===== config.mk =====
export PLATFORM = sky130hd
export DESIGN_NAME = cam_pixel_capture
export DESIGN_NICKNAME = d
export VERILOG_FILES = /design/src/rtl/cam_pixel_capture.sv
export SDC_FILE = /design/constraint.sdc
export NUM_CORES = 1
export LEC_CHECK = 0
export CAP_MARGIN = 10
export CORE_ASPECT_RATIO = 0.7
export CORE_MARGIN = 2
export CORE_UTILIZATION = 60
export CTS_BUF_LIST = sky130_fd_sc_hd__clkbuf_2 sky130_fd_sc_hd__clkbuf_4 sky130_fd_sc_hd__clkbuf_8
export DETAILED_ROUTE_END_ITERATION = 10
export PLACE_DENSITY = 0.93
export SYNTH_ARGS = -nofsm -noshare
export SYNTH_HDL_FRONTEND = slang
export SYNTH_SLANG_ARGS = --single-unit

===== constraint.sdc =====
create_clock -name clk -period 5.3 [get_ports clk]
set_input_delay 1.06 -clock clk [delete_from_list [all_inputs] [get_ports clk]]
set_output_delay 1.06 -clock clk [all_outputs]
set_load 0.05 [all_outputs]

===== src/rtl/cam_pixel_capture.sv =====
// Camera capture front end: registers the 8-bit camera bus, pairs bytes into
// RGB565 pixels and writes them to the camera FIFO in frame-aligned order.
// Optional build macro: CAM_CAPTURE_TEST_PATTERN_EN replaces captured pixels
// with an 8-bar colour pattern (timing, counters and overflow unchanged).
module cam_pixel_capture #(
  parameter int H_ACTIVE    = 640,
  parameter int V_ACTIVE    = 480,
  parameter int SKIP_FRAMES = 2
) (
  input  logic        clk,
  input  logic        rst,
  input  logic        cam_vsync,
  input  logic        cam_href,
  input  logic [7:0]  cam_data,
  input  logic        full_fifo,
  output logic        wr_en,
  output logic [15:0] dout,
  output logic        frame_done,
  output logic        overflow
);

  localparam int XW = ($clog2(H_ACTIVE + 1) > 10) ? $clog2(H_ACTIVE + 1) : 10;
  localparam int YW = ($clog2(V_ACTIVE + 1) > 9)  ? $clog2(V_ACTIVE + 1) : 9;

  typedef enum logic [1:0] {SKIP, WAIT_VS, CAPTURE} state_t;

  state_t        state, state_n;
  logic          vs_r, vs_q, hr_r, hr_q;
  logic [7:0]    d_r;
  logic [7:0]    hi_byte;
  logic          phase;
  logic [3:0]    skip_cnt;
  logic [XW-1:0] x;
  logic [YW-1:0] y;
  logic          vs_rise, vs_fall, hr_fall;
  logic          in_window;
  logic [15:0]   pix_word;

`ifdef CAM_CAPTURE_TEST_PATTERN_EN
  function automatic logic [15:0] bar_colour(input logic [2:0] b);
    case (b)
      3'd0:    bar_colour = 16'hFFFF;
      3'd1:    bar_colour = 16'hFFE0;
      3'd2:    bar_colour = 16'h07FF;
      3'd3:    bar_colour = 16'h07E0;
      3'd4:    bar_colour = 16'hF81F;
      3'd5:    bar_colour = 16'hF800;
      3'd6:    bar_colour = 16'h001F;
      default: bar_colour = 16'h0000;
    endcase
  endfunction
`endif

  // Edge detection and pixel word selection on the registered camera signals
  always_comb begin
    vs_rise   = vs_r & ~vs_q;
    vs_fall   = ~vs_r & vs_q;
    hr_fall   = ~hr_r & hr_q;
    in_window = (x < XW'(H_ACTIVE)) && (y < YW'(V_ACTIVE));
`ifdef CAM_CAPTURE_TEST_PATTERN_EN
    pix_word  = bar_colour(3'((32'(x) * 32'd8) / 32'(H_ACTIVE)));
`else
    pix_word  = {hi_byte, d_r};
`endif
  end

  // State register
  always_ff @(posedge clk) begin
    if (rst) state <= SKIP;
    else     state <= state_n;
  end

  // Next-state logic: settle frames, then align on frame start
  always_comb begin
    state_n = state;
    case (state)
      SKIP:    if (skip_cnt == 4'(SKIP_FRAMES)) state_n = WAIT_VS;
      WAIT_VS: if (vs_fall) state_n = CAPTURE;
      CAPTURE: if (vs_rise) state_n = WAIT_VS;
      default: state_n = SKIP;
    endcase
  end

  // Input sync, byte pairing, counters and FIFO write datapath
  always_ff @(posedge clk) begin
    if (rst) begin
      vs_r       <= 1'b0;
      vs_q       <= 1'b0;
      hr_r       <= 1'b0;
      hr_q       <= 1'b0;
      d_r        <= '0;
      hi_byte    <= '0;
      phase      <= 1'b0;
      skip_cnt   <= '0;
      x          <= '0;
      y          <= '0;
      wr_en      <= 1'b0;
      dout       <= '0;
      frame_done <= 1'b0;
      overflow   <= 1'b0;
    end else begin
      vs_r       <= cam_vsync;
      vs_q       <= vs_r;
      hr_r       <= cam_href;
      hr_q       <= hr_r;
      d_r        <= cam_data;
      wr_en      <= 1'b0;
      frame_done <= 1'b0;
      if (state == SKIP && skip_cnt != 4'(SKIP_FRAMES) && vs_rise)
        skip_cnt <= skip_cnt + 4'd1;
      if (state == WAIT_VS && vs_fall) begin
        x        <= '0;
        y        <= '0;
        phase    <= 1'b0;
        overflow <= 1'b0;
      end
      if (state == CAPTURE) begin
        // vsync rising has priority: any pixel in progress is abandoned
        if (vs_rise) begin
          frame_done <= 1'b1;
          phase      <= 1'b0;
        end else if (hr_r) begin
          if (!phase) begin
            hi_byte <= d_r;
            phase   <= 1'b1;
          end else begin
            phase <= 1'b0;
            if (x < XW'(H_ACTIVE)) x <= x + 1'b1;
            if (in_window) begin
              if (full_fifo) begin
                overflow <= 1'b1;
              end else begin
                wr_en <= 1'b1;
                dout  <= pix_word;
              end
            end
          end
        end else if (hr_fall) begin
          if (x != '0 && y < YW'(V_ACTIVE)) y <= y + 1'b1;
          x     <= '0;
          phase <= 1'b0;
        end
      end
    end
  end

endmodule


# Word level (Yosys, flattened, before mapping)
# Cells that the tools add are included.
# totals
output_inout_bits	19
regBits	65
# op_classes
bitwise_logic	11
reduce_logical	12
order_cmp	2
eq_ne	7
add_sub_neg	3
n_mux	32
# op_table
operator	n
two-way mux 10 bit	7
two-way mux 9 bit	6
two-way mux 1 bit	15
adder 10 x 1 -> 10 bit, second input constant	1
< comparator 10 bit, second input constant	1
nonzero test 10 bit	1
adder 9 x 1 -> 9 bit, second input constant	1
< comparator 9 bit, second input constant	1
inverter 1 bit	8
two-way mux 2 bit	3
!= test 2 bit, second input constant	3
one-hot mux 2 bit (3 select lines)	1
AND reduction 6 bit	1
OR reduction 6 bit	1
logical AND 1 bit	5
adder 4 x 1 -> 4 bit, second input constant	1
== test 4 x 2 -> 1 bit, second input constant	1
!= test 4 x 2 -> 1 bit, second input constant	1
AND reduction 4 bit	1
bitwise AND 1 bit	3
AND reduction 3 bit	1
== test 2 x 1 -> 1 bit, second input constant	1
== test 2 bit, second input constant	1
logical NOT 2 bit	1
OR reduction 2 bit	1

# Longest topological paths before layout
# Gate-level depths: netlist of run 1.
# logic_depth
depth_word	10
ltp_mapped	7
mapped_depth_nobuf	6

# Worst setup path before layout of run 1
# Ideal clock, no wire load.
# synth_timing
kind	input-to-reg
from	in rst
to	reg dout[0]
t_arrival_ns	1.906
setup_time_ns	0.132
path_slack_ns	3.262
stages	4
path_cell_list	clkbuf_1 > clkbuf_1 > clkbuf_1 > a21oi_1
# synth_lines
item	line_no	text
start: declaration	11	input logic rst,
end signal: assignment	134	dout <= pix_word;
end: declaration	17	output logic [15:0] dout,
# No word-level cell between the ends.

# Worst setup path after layout of run 1
# layout_timing
from	in full_fifo
to	reg dout[3]
# layout_via
elab_chain_cells	2
# layout_rtl
item	line_no	text
start: declaration	15	input logic full_fifo,
inverter 1 bit (no source line)	-	
AND reduction 6 bit (no source line)	-	
# Every way passes these cells.
# A chain may end at the register's enable or synchronous reset.

==> results of run 1 <==
worst max-delay path: stages:
cell	delay (ps)
clkdlybuf4s50_1	460
nor2b_1	980
nand4_1	220
a21oi_1	180
per-stage QoR:
stage               cell area [um^2]  power (W)  util (%)  std cells  worst slack, ps
floorplan                       2930   0.000537         -        330             3260
global placement                3200   0.000549      67.3        405             2600
detailed placement              3200   0.000551      67.3        405             2440
CTS                             3410   0.000975      71.6        421             2710
global route                    3410    0.00101      71.6        421             2610
finish                          3410   0.000973      71.6        421             2670
path summary, 6_finish.rpt:
kind | from | endpoint | slack [ps] | cells past startpoint
max reg2reg | phase$_SDFF_PP0_ | x[4]$_SDFF_PP0_ | 3010 | 3
min reg2reg | dout[12]$_SDFFE_PP0P_ | dout[12]$_SDFFE_PP0P_ | 470 | 2
max | full_fifo | dout[3]$_SDFFE_PP0P_ | 2670 | 4
min | dout[12]$_SDFFE_PP0P_ | dout[12]$_SDFFE_PP0P_ | 470 | 2
synthesized netlist by cell type, drive strengths merged (3+ instances only):
master,instances,area [um^2]
nand4,28,190
a21oi,41,205
o31ai,19,143
ha,5,62.6
a41oi,3,26.3
or2,3,18.8
clkbuf,15,56.3
nand2,22,82.6
inv,8,30.0
and2,3,18.8
and3,4,25.0
nor2b,16,108
mux2i,3,30.0
nand3,6,42.5
buf,10,66.3
nor2,13,48.8
o21ai,14,70.1
nor3,6,35.0
a31oi,3,18.8
or4,4,30.0
and4,4,35.0
nand2b,6,37.5
or3,3,18.8
dfxtp,65,1300
metal layers:
metal | vias up | share of wire [%] | track usage (%)
li1 | 1260 | - | -
met1 | 1246 | 45 | 39.4
met2 | 132 | 45 | 38.7
met3 | 18 | 8.3 | 8.59
met4 | 0 | 2.1 | 10.4
met5 | - | 0 | 0
registers in the layout, indices dropped and copies added (netlist names):
register and cells:
y 9, hi_byte 8, state 2, dout 16, wr_en 1, skip_cnt 4
d_r 8, x 10, hr_q 1, phase 1, overflow 1, vs_r 1
hr_r 1, frame_done 1, vs_q 1
power groups by stage:
stage | clock (W) | sequential, W | combinational [W]
after CTS | 0.000435 | 0.000500 | 0.0000398
after detailed placement | 0 | 0.000511 | 0.0000393
after floorplan | 0 | 0.000509 | 0.0000275
after global placement | 0 | 0.000511 | 0.0000377
after global routing | 0.000460 | 0.000501 | 0.0000440
final | 0.000432 | 0.000501 | 0.0000403
kinds of logic (layout without fill, tap and decap cells):
logic type / after synthesis / in the layout / synth area share (%)
muxes: 3 / 3 / 1.02
xor gates and xnor gates: 4 / 4 / 1.19
and+or+nand+nor: 127 / 127 / 26.5
adders and majority gates: 5 / 5 / 2.13
AOI/OAI and AO/OA: 93 / 93 / 19.6
buffers and inverters: 33 / 55 / 5.20
DFF: 65 / 65 / 44.4
area by class of cell:
type,count,area (um^2),area share (%)
flip-flops and latches,65,1300,38.2
clock inverters,6,66.3,1.95
repair buffers,31,305,8.96
multi-input cells,232,1480,43.4
well taps,69,86.3,2.53
clock buffers,10,138,4.04
inverters,8,30.0,0.882
==> results.md, run 1 <==
- Setup violations, final: 0
- Die span in y: 62.5 um
- Synth warn: 0
- Sequential share of power: 51.4%
- CTS H-tree depth: 3
- Final wirelength: 7.00 mm
- # rows: 21
- NumNets Final: 365
- Post-synthesis sequential area ratio: 44.4%
- MaxCap Viol Count: 0
- Combinational share of power: 4.1%
- Slew margin rel.: 15.5%
- Initial Util: 61.7%
- Yosys cell types: 54
- Via Count: roughly 2700
- Post-Synthesis Cells: 330
- Setup TNS: 0 ps
- Async set-reset flop share out of synthesis: 0%
- Post-synth EDFFs: 0
- Die area: 5470 um^2
- Status: completed
- Max Fanout on Critical Path: 16
- Pint: 0.000742 W
- Synthesized cell area: 2930 um^2
- Final ANT Viol Nets: 0
- Layout fillers: approximately 350
- Vias in the first global route: 2426
- ANT cells: 0
- GR Overflow Total: 0
- P_leak: ~1.1 nW
- IO buf count: 31
- Psw: 0.000232 W
- Skew final: 8.91 ps
- Die width: 87.6 um
- CP Capture Type: flop
- Commonest cells after routing, fill and taps aside: dfxtp_1 (65), a21oi_1 (41), clkdlybuf4s50_1 (30)
- Syn Nets: approximately 350
- GRT Total Usage: 27.5%
- Highest clock rate: 380 MHz
- Crit path arrival time: 2900 ps
- Final Max Tran Viols: 0
- 1st-pass router iterations: 5
- Crit start category: input port
- CTS Hold Buffers Added: 0
- Detail Placement HPWL: 4.56 mm
- Top_reg_cell synth: dfxtp_1
- Reg clk slew, reported paths: approximately 70 ps
- Crit Path Category: input port to flop
- Switching share of power: 23.8%
- Min Tclk post-route: 2630 ps
- Num ports: 32
- Hold slack final: 467 ps
- Slew @ Worst Pin: 1260 ps
- Global-route wire length before repair: 11.7 mm
- Class of the worst hold path: flop to flop
- Flops & latches, synth: 65
- Clock Power Share: 44.4%
- Layout cells sized above 1: 7.67%
- Clock buffer count from CTS: 9
- RSZ-0062 raised after global routing: false
- GPL Wtd Cong: approximately 0.84
- Crit share post-route: about half
- CTS tree: built
- Drt via density: ~6.3
- DR WL/cell: 16.6 um
- Clk sink count: 65
- Area growth from synthesis to layout: 16.1%
- Synthesized area per cell: 8.89 um^2
- Peak supply drop: ~0.19 mV
- Clk Latency, worst-skew pair: 350 ps
- Clk root buf: clkbuf_8
- PwrDens: 286 nW/um^2
- Core ar.: 4760 um^2
- Post-CTS Setup Inserts: 0
- Worst path required time: 5570 ps
- Initial DRC count: 298
- # resized after CTS: 0
- Largest net degree at the start of global routing: 55
- CTS Buffer Depth: 2
- Hold Fails Final Rpt: 0
- Most common cell after layout, fill and taps aside: dfxtp_1
- Initial antenna violation count: 0
- Drt drc: 0
Power figures use the tool's default switching activity.
==> run 2: changes to the inputs <==
CORE_UTILIZATION = 52   (was 60)
PLACE_DENSITY = 0.86   (was 0.93)
clock period = 2.4 ns   (was 5.3 ns; I/O delays follow)
==> results.md, run 2 (synthesis gave the netlist of run 1 again) <==
- Status: completed
- Final std cells w/o fill: 433 (+2.9%)
- Clk sink count: 65 (unchanged)
- Die width: 93.8 um (+7.1%)
- Initial Util: 54.9% (-6.7 points)
- Largest net degree at the start of global routing: 25 (-55%)
- Slew margin rel.: 52.1% (+37 points)
- Core ar.: 5340 um^2 (+12%)
- Pint: 0.00164 W (+120%)
- PwrDens: 617 nW/um^2 (+120%)
- CTS tree: built
- Detail Placement HPWL: 4.84 mm (+6.3%)
- Highest clock rate: a little under 500 MHz
- Die area: 6270 um^2 (+15%)
- Crit. Startpoint: dout[15]$_SDFFE_PP0P_
- Slew @ Worst Pin: 718 ps (-546 ps)
- GPL Wtd Cong: 0.880 (+5.0%)
- Hold Fails Final Rpt: 0 (unchanged)
- Crit start category: flop
- Worst-path cell chain: clkdlybuf4s50_1
- CTS H-tree depth: 3 (unchanged)
- Final Max Tran Viols: 0 (unchanged)
- Sequential share of power: 51.5% (about the same)
- Setup violations, final: 0 (unchanged)
- Global-route wire length before repair: 11.5 mm (-2.3%)
- Class of the worst hold path: flop to flop
- Worst path required time: 1920 ps (-3650 ps)
- DR WL/cell: 16.5 um (-0.91%)
- 1st-pass router iterations: 5 (unchanged)
- R2R Path End: y[3]$_SDFF_PP0_
- Max Fanout on Critical Path: 2 (-14)
- Min-delay src: d_r[7]$_SDFF_PP0_
- Initial DRC count: 275 (-7.7%)
- CP Capture Type: output port
- Clock buffer count from CTS: 9 (unchanged)
- Min Tclk post-route: 2020 ps
- R2R Setup Slk: 510 ps (-2500 ps)
- R2R cell count: 6 (+3)
- Clk root buf: clkbuf_8
- Max reg flops: 16 (unchanged)
- # resized after CTS: 0 (unchanged)
- Die span in y: 66.8 um (+6.9%)
- Via Count: 2646 (-0.38%)
- NumNets Final: 374 (+2.5%)
- Dpl cells: 417 (+3.0%)
- Stages on worst setup path: 1 (-3)
- Reg area: 1300 um^2 (unchanged)
- Worst Slack Setup Final: 376 ps (-2290 ps)
- Crit path arrival time: 1540 ps (-1360 ps)
- Clock Power Share: 44.2% (-0.2 points)
- Commonest cells after routing, fill and taps aside: dfxtp_1 (65), a21oi_1 (41), clkdlybuf4s50_1 (30)
- CTS Buffer Depth: 2 (unchanged)
- DP Worst Slack: 385 ps (-2060 ps)
- Crit Path Category: flop to output port
- P_leak: 1.13 nW (+4.1%)
- Worst path bufs/invs: 1 (unchanged)
- CTS Hold Buffers Added: 0 (unchanged)
- Layout cells sized above 1: 9.97% (+2.3 points)
- ANT cells: 0 (unchanged)
- Post-CTS Setup Inserts: 0 (unchanged)
- Drt via density: 6.11 (-3.1%)
- Peak supply drop: 0.455 mV (+140%)
- MaxCap Viol Count: 0 (unchanged)
- Psw: 0.000506 W (+120%)
- Layout fillers: 434 (+24%)
- Num ports: 32 (unchanged)
- GRT Total Usage: 24.0% (-3.5 points)
- Most common cell after layout, fill and taps aside: dfxtp_1
- Reg clk slew, reported paths: 70 ps (about the same)
- Setup TNS: 0 ps (unchanged)
- Vias in the first global route: 2349 (-3.2%)
- Final ANT Viol Nets: 0 (unchanged)
- Largest regs: dout (16), x (10), y (9)
- Area growth from synthesis to layout: 18.6%
- Skew final: 5.57 ps (-3.35 ps)
- Final wirelength: 7.14 mm (+1.9%)
- Capture point of the worst path: dout[15]
- GR Overflow Total: 0 (unchanged)
- Clk Latency, worst-skew pair: 350 ps (about the same)
- Initial antenna violation count: 0 (unchanged)
- IO buf count: 31 (unchanged)
- Slowest stage delay, CP: 820 ps (-160 ps)
- RSZ-0062 raised after global routing: false
- Area of the multi-input gates: 1480 um^2 (unchanged)
- # rows: 22 (+4.8%)
- Switching share of power: 23.6% (-0.25 points)
- Drt drc: 0 (unchanged)
- Delay-heaviest family, CP: buffers and inverters
- Crit share post-route: 84.3%
- Worst r2r src: x[0]$_SDFF_PP0_
- Slowest cell on crit path: clkdlybuf4s50_1
- Combinational share of power: 4.3% (+0.2 points)
- Largest register by flop count: dout
==> run 2: changes by cell type in the layout (fill, tap and decap cells not counted) <==
| cell | delta |
|---|---|
| buf_4 | +9 |
==> run 2: worst min path at each step <==
stage,cells past startpoint,end
6_report,2,hi_byte[7]$_SDFFE_PP0P_
5_1_grt,2,skip_cnt[2]$_SDFFE_PP0P_
4_1_cts,2,skip_cnt[2]$_SDFFE_PP0P_
3_5_place_dp,2,hi_byte[7]$_SDFFE_PP0P_
3_3_place_gp,2,overflow$_SDFF_PP0_
2_1_floorplan,2,hi_byte[0]$_SDFFE_PP0P_
==> run 2: layout make-up <==
type | instances | area share (%)
multi-input combinational | 232 | 42.5
sequential | 65 | 37.4
timing repair buffer | 40 | 10.7
clock buffer | 10 | 3.96
tap | 72 | 2.59
clock inverter | 6 | 1.91
inverter | 8 | 0.864
==> run 2: stage by stage <==
step | util (%) | hold slack [ps] | instance area (um^2) | power [W]
finish | 65.1 | 461 | 3480 | 0.00215
global route | 65.1 | 463 | 3480 | 0.00221
CTS | 65.1 | 441 | 3480 | 0.00216
detailed placement | 61.3 | 453 | 3270 | 0.00122
global placement | 61.3 | 441 | 3270 | 0.00122
floorplan | - | 432 | 2930 | 0.00119
==> run 2: power groups by stage <==
stage / logic [W] / registers, W / clock network, W
2_1_floorplan: 0.0000608 / 0.00112 / 0
3_3_place_gp: 0.0000874 / 0.00113 / 0
3_5_place_dp: 0.0000903 / 0.00113 / 0
4_1_cts: 0.0000911 / 0.00110 / 0.000961
5_1_grt: 0.000100 / 0.00111 / 0.00101
6_report: 0.0000920 / 0.00111 / 0.000949
==> run 2: metal layers <==
layer | GRT usage (%) | vias up | wire length (um)
met3 | 5.88 | 15 | 464
met1 | 33.4 | 1252 | 3350
met2 | 35.4 | 106 | 3220
met4 | 10.1 | 0 | 107
met5 | 0 | - | 0
li1 | - | 1273 | -
